## config.mk

```make
export PLATFORM = sky130hd
export DESIGN_NAME = instruction_fetch_flat
export DESIGN_NICKNAME = d
export VERILOG_FILES = /design/src/rtl/instruction_fetch_if.sv /design/src/rtl/instruction_fetch.sv /design/src/flat_wrapper.sv
export SDC_FILE = /design/constraint.sdc
export NUM_CORES = 1
export LEC_CHECK = 0
export BUFFER_PORTS_ARGS = -buffer_cell sky130_fd_sc_hd__buf_2
export CORE_MARGIN = 4
export CORE_UTILIZATION = 25
export CTS_CLUSTER_DIAMETER = 150
export DETAILED_ROUTE_END_ITERATION = 8
export HOLD_SLACK_MARGIN = 0.06
export PLACE_DENSITY = 0.46
export SKIP_CTS_REPAIR_TIMING = 1
export SYNTH_ARGS = -nofsm -noshare
export SYNTH_HDL_FRONTEND = slang
export SYNTH_SLANG_ARGS = --single-unit
export TNS_END_PERCENT = 5
```

## constraint.sdc

```tcl
create_clock -name clk -period 3.5 [get_ports clk]
set_input_delay 0.35 -clock clk [delete_from_list [all_inputs] [get_ports clk]]
set_output_delay 0.35 -clock clk [all_outputs]
set_load 0.01 [all_outputs]
```

## src/rtl/instruction_fetch_if.sv

```systemverilog
// Fetch-stage bus: redirect/stall controls and instruction memory data in,
// fetch address and IF/ID pipeline register contents out.
interface instruction_fetch_if;
   logic        stall;
   logic        branch_taken;
   logic [63:0] branch_target;
   logic [31:0] instr_in;
   logic [63:0] pc;
   logic [63:0] if_id_pc;
   logic [31:0] if_id_instr;
   logic        if_id_valid;
   logic [31:0] fetch_count;
   logic        misalign;

   // master: the fetch unit itself
   modport master (
      input  stall, branch_taken, branch_target, instr_in,
      output pc, if_id_pc, if_id_instr, if_id_valid, fetch_count, misalign
   );

   // slave: the pipeline/memory side that steers fetch and consumes IF/ID
   modport slave (
      output stall, branch_taken, branch_target, instr_in,
      input  pc, if_id_pc, if_id_instr, if_id_valid, fetch_count, misalign
   );
endinterface

```

## src/rtl/instruction_fetch.sv

```systemverilog
// Single-stage instruction fetch: PC register feeding a zero-latency memory and
// the IF/ID register. Optional FETCH_ALIGN_CHECK_EN aligns redirects and flags misalignment.
module instruction_fetch #(
   parameter logic [63:0] RESET_PC = 64'h0
) (
   input  logic                       clk,
   input  logic                       rst_n,
   instruction_fetch_if.master        bus
);

   logic [63:0] pc_q, pc_d;
   logic [63:0] if_id_pc_q, if_id_pc_d;
   logic [31:0] if_id_instr_q, if_id_instr_d;
   logic        if_id_valid_q, if_id_valid_d;
   logic [31:0] fetch_count_q, fetch_count_d;
   logic [63:0] redirect_pc;

`ifdef FETCH_ALIGN_CHECK_EN
   logic misalign_q, misalign_d;

   assign redirect_pc = {bus.branch_target[63:2], 2'b00};

   always_comb begin
      misalign_d = misalign_q;
      if (bus.branch_taken && (bus.branch_target[1:0] != 2'b00)) begin
         misalign_d = 1'b1;
      end
   end

   always_ff @(posedge clk) begin
      if (!rst_n) begin
         misalign_q <= 1'b0;
      end else begin
         misalign_q <= misalign_d;
      end
   end

   assign bus.misalign = misalign_q;
`else
   assign redirect_pc  = bus.branch_target;
   assign bus.misalign = 1'b0;
`endif

   // Redirect beats stall; the word at pc during a redirect is dropped.
   always_comb begin
      pc_d          = pc_q;
      if_id_pc_d    = if_id_pc_q;
      if_id_instr_d = if_id_instr_q;
      if_id_valid_d = if_id_valid_q;
      fetch_count_d = fetch_count_q;
      if (bus.branch_taken) begin
         pc_d          = redirect_pc;
         if_id_pc_d    = 64'h0;
         if_id_instr_d = 32'h0;
         if_id_valid_d = 1'b0;
      end else if (!bus.stall) begin
         pc_d          = pc_q + 64'd4;
         if_id_pc_d    = pc_q;
         if_id_instr_d = bus.instr_in;
         if_id_valid_d = 1'b1;
         fetch_count_d = fetch_count_q + 32'd1;
      end
   end

   always_ff @(posedge clk) begin
      if (!rst_n) begin
         pc_q          <= RESET_PC;
         if_id_pc_q    <= 64'h0;
         if_id_instr_q <= 32'h0;
         if_id_valid_q <= 1'b0;
         fetch_count_q <= 32'h0;
      end else begin
         pc_q          <= pc_d;
         if_id_pc_q    <= if_id_pc_d;
         if_id_instr_q <= if_id_instr_d;
         if_id_valid_q <= if_id_valid_d;
         fetch_count_q <= fetch_count_d;
      end
   end

   assign bus.pc          = pc_q;
   assign bus.if_id_pc    = if_id_pc_q;
   assign bus.if_id_instr = if_id_instr_q;
   assign bus.if_id_valid = if_id_valid_q;
   assign bus.fetch_count = fetch_count_q;

endmodule

```

## src/flat_wrapper.sv

```systemverilog
// flat-port wrapper written by rule: the top's interface ports become plain ports
module instruction_fetch_flat 
#(
   parameter logic [63:0] RESET_PC = 64'h0
)
  (clk, rst_n, bus_stall, bus_branch_taken, bus_branch_target, bus_instr_in, bus_pc, bus_if_id_pc, bus_if_id_instr, bus_if_id_valid, bus_fetch_count, bus_misalign);
  instruction_fetch_if bus_i ();
  input  logic clk;
  input  logic rst_n;
  input wire logic [$bits(bus_i.stall)-1:0] bus_stall;
  input wire logic [$bits(bus_i.branch_taken)-1:0] bus_branch_taken;
  input wire logic [$bits(bus_i.branch_target)-1:0] bus_branch_target;
  input wire logic [$bits(bus_i.instr_in)-1:0] bus_instr_in;
  output wire logic [$bits(bus_i.pc)-1:0] bus_pc;
  output wire logic [$bits(bus_i.if_id_pc)-1:0] bus_if_id_pc;
  output wire logic [$bits(bus_i.if_id_instr)-1:0] bus_if_id_instr;
  output wire logic [$bits(bus_i.if_id_valid)-1:0] bus_if_id_valid;
  output wire logic [$bits(bus_i.fetch_count)-1:0] bus_fetch_count;
  output wire logic [$bits(bus_i.misalign)-1:0] bus_misalign;
  assign bus_i.stall = bus_stall;
  assign bus_i.branch_taken = bus_branch_taken;
  assign bus_i.branch_target = bus_branch_target;
  assign bus_i.instr_in = bus_instr_in;
  assign bus_pc = bus_i.pc;
  assign bus_if_id_pc = bus_i.if_id_pc;
  assign bus_if_id_instr = bus_i.if_id_instr;
  assign bus_if_id_valid = bus_i.if_id_valid;
  assign bus_fetch_count = bus_i.fetch_count;
  assign bus_misalign = bus_i.misalign;
  instruction_fetch #(.RESET_PC(RESET_PC)) u_core (.clk(clk), .rst_n(rst_n), .bus(bus_i));
endmodule
```

# Word-level counts from Yosys, hierarchy flattened
# Index checks and enable logic that the tools add are counted.
# op_classes
add_sub_neg	2
eq_ne	1
mux	2
n_bitwise	3
reduce_logical	2
# ops
operator	count
$mux W64	2
$add A64 B3 Y64 const B	1
$add A32 B1 Y32 const B	1
$not A1 Y1	3
$ne A2 B1 Y1 const B	1
$reduce_and A2 Y1	1
$reduce_or A2 Y1	1
# word_totals
regBits	193
inputBits	100
output_inout_bits	194
word_cells	15

# Longest topological paths before layout
# logic_depth
ltp_word	3
depth_mapped	7
mapped_depth_nobuf	6

# Worst setup path before layout
# OpenSTA, ideal clock, no wires.
# synth_timing
path_kind	reg2reg
from	register u_core.pc_q[2], in the netlist u_core.bus.pc[2]
to	register u_core.pc_q[50], in the netlist u_core.bus.pc[50]
setup_ns	0.074
arrival_ns	2.234
t_required_ns	3.426
path_slack_ns	1.192
stages_incl_launch_ff	8
n_path_buf	1
period_less_slack_ns	2.308
cell_sequence	dfxtp_1 > ha_1 > and4_1 > nand4_4 > or4_1 > buf_2 > or4_1 > a31oi_1
# synth_via
elab_chain_cells	3
# synth_rtl
element	line_no	text
start, declared	instruction_fetch.sv:11	logic [63:0] pc_q, pc_d;
start signal, assigned	instruction_fetch.sv:73	pc_q <= pc_d;
$add A64 B3 Y64	instruction_fetch.sv:57	pc_d = pc_q + 64'd4;
$mux W64	instruction_fetch.sv:56	end else if (!bus.stall) begin
$mux W64	instruction_fetch.sv:51	if (bus.branch_taken) begin
# Every way passes these cells. The select of a mux whose other input is x is not followed.
# A chain may end at the register's enable or synchronous reset.

# Final worst setup path
# layout_timing
from	register u_core.pc_q[3], in the netlist u_core.bus.pc[3]
to	register u_core.pc_q[50], in the netlist u_core.bus.pc[50]
# The elaborated chain is that of the path after synthesis.

==> impl_metrics.yaml <==
cts:
  htree_levels: 4
  cts_tree: "done"
  clock_path_buffers: 2
  root_buffer: "clkbuf_16"
  clkLatencyLatePin_ns: 0.44
  clock_sinks: 193
  path_clk_slew_ns: 0.07
  cts_buffers: 17
grt:
  grt_pass1_vias: 7647
  grt_start_max_net_pins: 88
  grt_overflow_total: 0
  grt_use_total_pct: 15.8
  grt_pass1_wl_mm: 47.0
  antenna_found_initial: 4
critical_path:
  rr_endpoint: "u_core.bus.pc[50]$_SDFFE_PN0N_"
  worstSetupStartpointType: "flip-flop"
  cp-startpoint: "u_core.bus.pc[3]$_SDFFE_PN0N_"
  rr_startpoint: "u_core.bus.pc[3]$_SDFFE_PN0N_"
  critPathCapture: "u_core.bus.pc[50]$_SDFFE_PN0N_"
  crit_arrival_ns: 3.01
  crit_fanout: 10
  cp-end-kind: "flip-flop"
  worstSetupPathType: "flip-flop to flip-flop"
  crit_required_ns: 3.86
  ff2ff_path_depth: 6
  r2r_slack_ns: 0.85
power:
  seqPwrFrac_pct: 48.6
  switching_share_pct: 27.5
  power.leakage_nw: 4.92
  power_frac_comb_pct: 9.8
  power.density_nw_per_um2: 440
  power.share.clock_pct: 41.6
  fin_total_pwr_w: 0.00492
  p_int_w: 0.00357
  p_sw_w: 0.00135
  peakVddDrop_mv: 0.330
detailed_routing:
  first_pass_iters: 5
  vias_per_cell: 4.71
  drtAntennaViolNets: 0
  drt_first_iter_violations: 411
  wl_mm: 31.2
  drc_errors: 0
  route.vias.total: 8017
  routedWlPerCell_um: 18.3
timing:
  finalSetupTns_ns: 0
  min_period_over_period_pct: 75.6
  worstMarginPinSlew_ns: 0.881
  report.final.slew_viol_count: 0
  relSlewSlack_pct: 41.3
  rsz0062_at_grt: "no"
  clock_skew_ns: 0.0100
  setup_viol: 0
  min_period_ns: 2.65
  hold_violations: 0
  fmax_ghz: 0.378
logic_synthesis:
  synth.cell_area_um2: 8740
  postSynth.asyncResetShare_pct: 0
  synth_fp_nets: 1072
  synth_ff_type: "dfxtp_1"
  synth_area_per_cell_um2: 9.01
  seq_area_frac_synth_pct: 44.2
  synth_cell_types: 59
  synth_seq_cells: 193
  ys_warn_count: 0
  synth_edf_count: 0
  synthCells: 970
status:
  status: "complete, no violations"
floorplanning:
  die_w_um: 195
  fp.dieH_um: 195
  design.core.area_um2: 34500
  start_util_pct: 25.3
  dieArea_um2: 38000
  num_io_pins: 294
  rows: 68
cells_and_area:
  post_layout_nonfiller_instances: 1702
  fin_nets: 1332
  drive_above_1_share_pct: 28.2
  area_delta_synth_final_pct: 28.0
  post-route-util_pct: 32.4
  fin_area_um2: 11200
placed_design:
  post_dp_cell_area_um2: 10600
  gp_congestion: 0.824
  dp.cells: 1666
  port_buffers: 292
  dp_hpwl_mm: 23.4
worst_hold_path:
  min_path_type: "input port to flip-flop"
  min_path_cells: 2
run:
  max-cap-violations: 0
power by group through the flow:
| stage | combinational, W | clock, W | sequential [W] |
|---|---|---|---|
| floorplan | 0.000255 | 0 | 0.00244 |
| global placement | 0.000491 | 0 | 0.00244 |
| detailed placement | 0.000490 | 0 | 0.00244 |
| CTS | 0.000492 | 0.00213 | 0.00239 |
| global route | 0.000532 | 0.00220 | 0.00241 |
| finish | 0.000483 | 0.00205 | 0.00239 |
stage by stage:
step,hold WS (ns),worst slack (ns)
finish,0.131,0.854
global route,0.113,0.714
CTS,0.103,0.862
detailed placement,0.436,0.887
global placement,0.440,0.988
floorplan,0.488,1.19
synthesized netlist by cell type (all sizes together) (4+ instances only):
cell	count	share of area, %
a21oi	28	1.6
a31oi	17	1.2
and2	22	1.6
and3	18	1.4
and4	16	1.7
buf	19	1.3
clkbuf	42	1.9
dfxtp	193	44
inv	10	0.43
mux2i	94	11
nand2	56	2.4
nand2b	9	0.64
nand3	32	1.8
nand4	39	3.1
nor2	130	5.6
nor2b	8	0.57
nor3	11	0.63
nor4	19	1.4
o211a	8	0.92
o21ai	52	3.0
o311a	4	0.46
o31ai	13	1.1
or3	10	0.72
or4	22	2.0
xnor2	39	3.9
xor2	23	2.3
final cells by class:
class / count / area [um2]
Antenna cell: 4 / 10.0
Clock buffer: 17 / 425
Clock inverter: 15 / 176
Fill cell: 3787 / 23400
Inverter: 11 / 41.3
Multi-Input combinational cell: 702 / 4530
Sequential cell: 193 / 3860
Tap cell: 455 / 569
Timing Repair Buffer: 305 / 1570
layout by cell type (no fill, tap or decap), drive strengths merged, types with 18 or more instances in the layout:
cell type  synthesis  routed
nand3             32      32
nor2             130     130
nand2             56      56
dfxtp            193     193
nor4              19      19
a21oi             28      28
o21ai             52      52
or4               22      22
xnor2             39      39
mux2i             94      94
buf               19     305
and2              22      22
xor2              23      23
and3              18      18
nand4             39      39
worst max-delay path: stages, from the launching register on:
cell and delay [ns]:
dfxtp_1 0.52, ha_1 0.25, and4_1 0.29, nand4_4 0.19, or4_1 0.64, or4_1 0.53, a31oi_1 0.16
per-layer routing:
layer  part of all wire, %  vias up  GRT usage (%)  wire length [um]
li1                      -     4004              -                 -
met1                    46     3792           21.0             14200
met2                    47      197           25.6             14700
met3                   5.2       22           3.88              1620
met4                   1.8        2           4.27               562
met5                 0.042        -              0                13
registers in the layout, summed over array words and instances (netlist names):
name and cells:
u_core.bus.if_id_pc 64, u_core.bus.if_id_valid 1, u_core.bus.pc 64, u_core.bus.if_id_instr 32
u_core.bus.fetch_count 32
cells by family (layout without fill, tap and decap cells):
group	after synthesis	count (layout)	synth area share [%]
mux	94	94	10.8
simple gates	402	402	24.4
compound gates	141	141	10.1
other cells	1	5	0.0429
buf+inv	75	348	3.99
fa+ha+maj	2	2	0.286
xor+xnor	62	62	6.21
flops	193	193	44.2
worst min path at each step:
stage	slack, ns	from	end
2_1_floorplan	0.49	bus_branch_target[11]	u_core.bus.pc[11]$_SDFFE_PN0N_
3_3_place_gp	0.44	u_core.bus.if_id_valid$_SDFFE_PP0N_	u_core.bus.if_id_valid$_SDFFE_PP0N_
3_5_place_dp	0.44	u_core.bus.if_id_valid$_SDFFE_PP0N_	u_core.bus.if_id_valid$_SDFFE_PP0N_
4_1_cts	0.10	bus_branch_target[13]	u_core.bus.pc[13]$_SDFFE_PN0N_
5_1_grt	0.11	bus_branch_target[13]	u_core.bus.pc[13]$_SDFFE_PN0N_
6_report	0.13	bus_branch_target[13]	u_core.bus.pc[13]$_SDFFE_PN0N_
(Power assumes the default switching activity.)
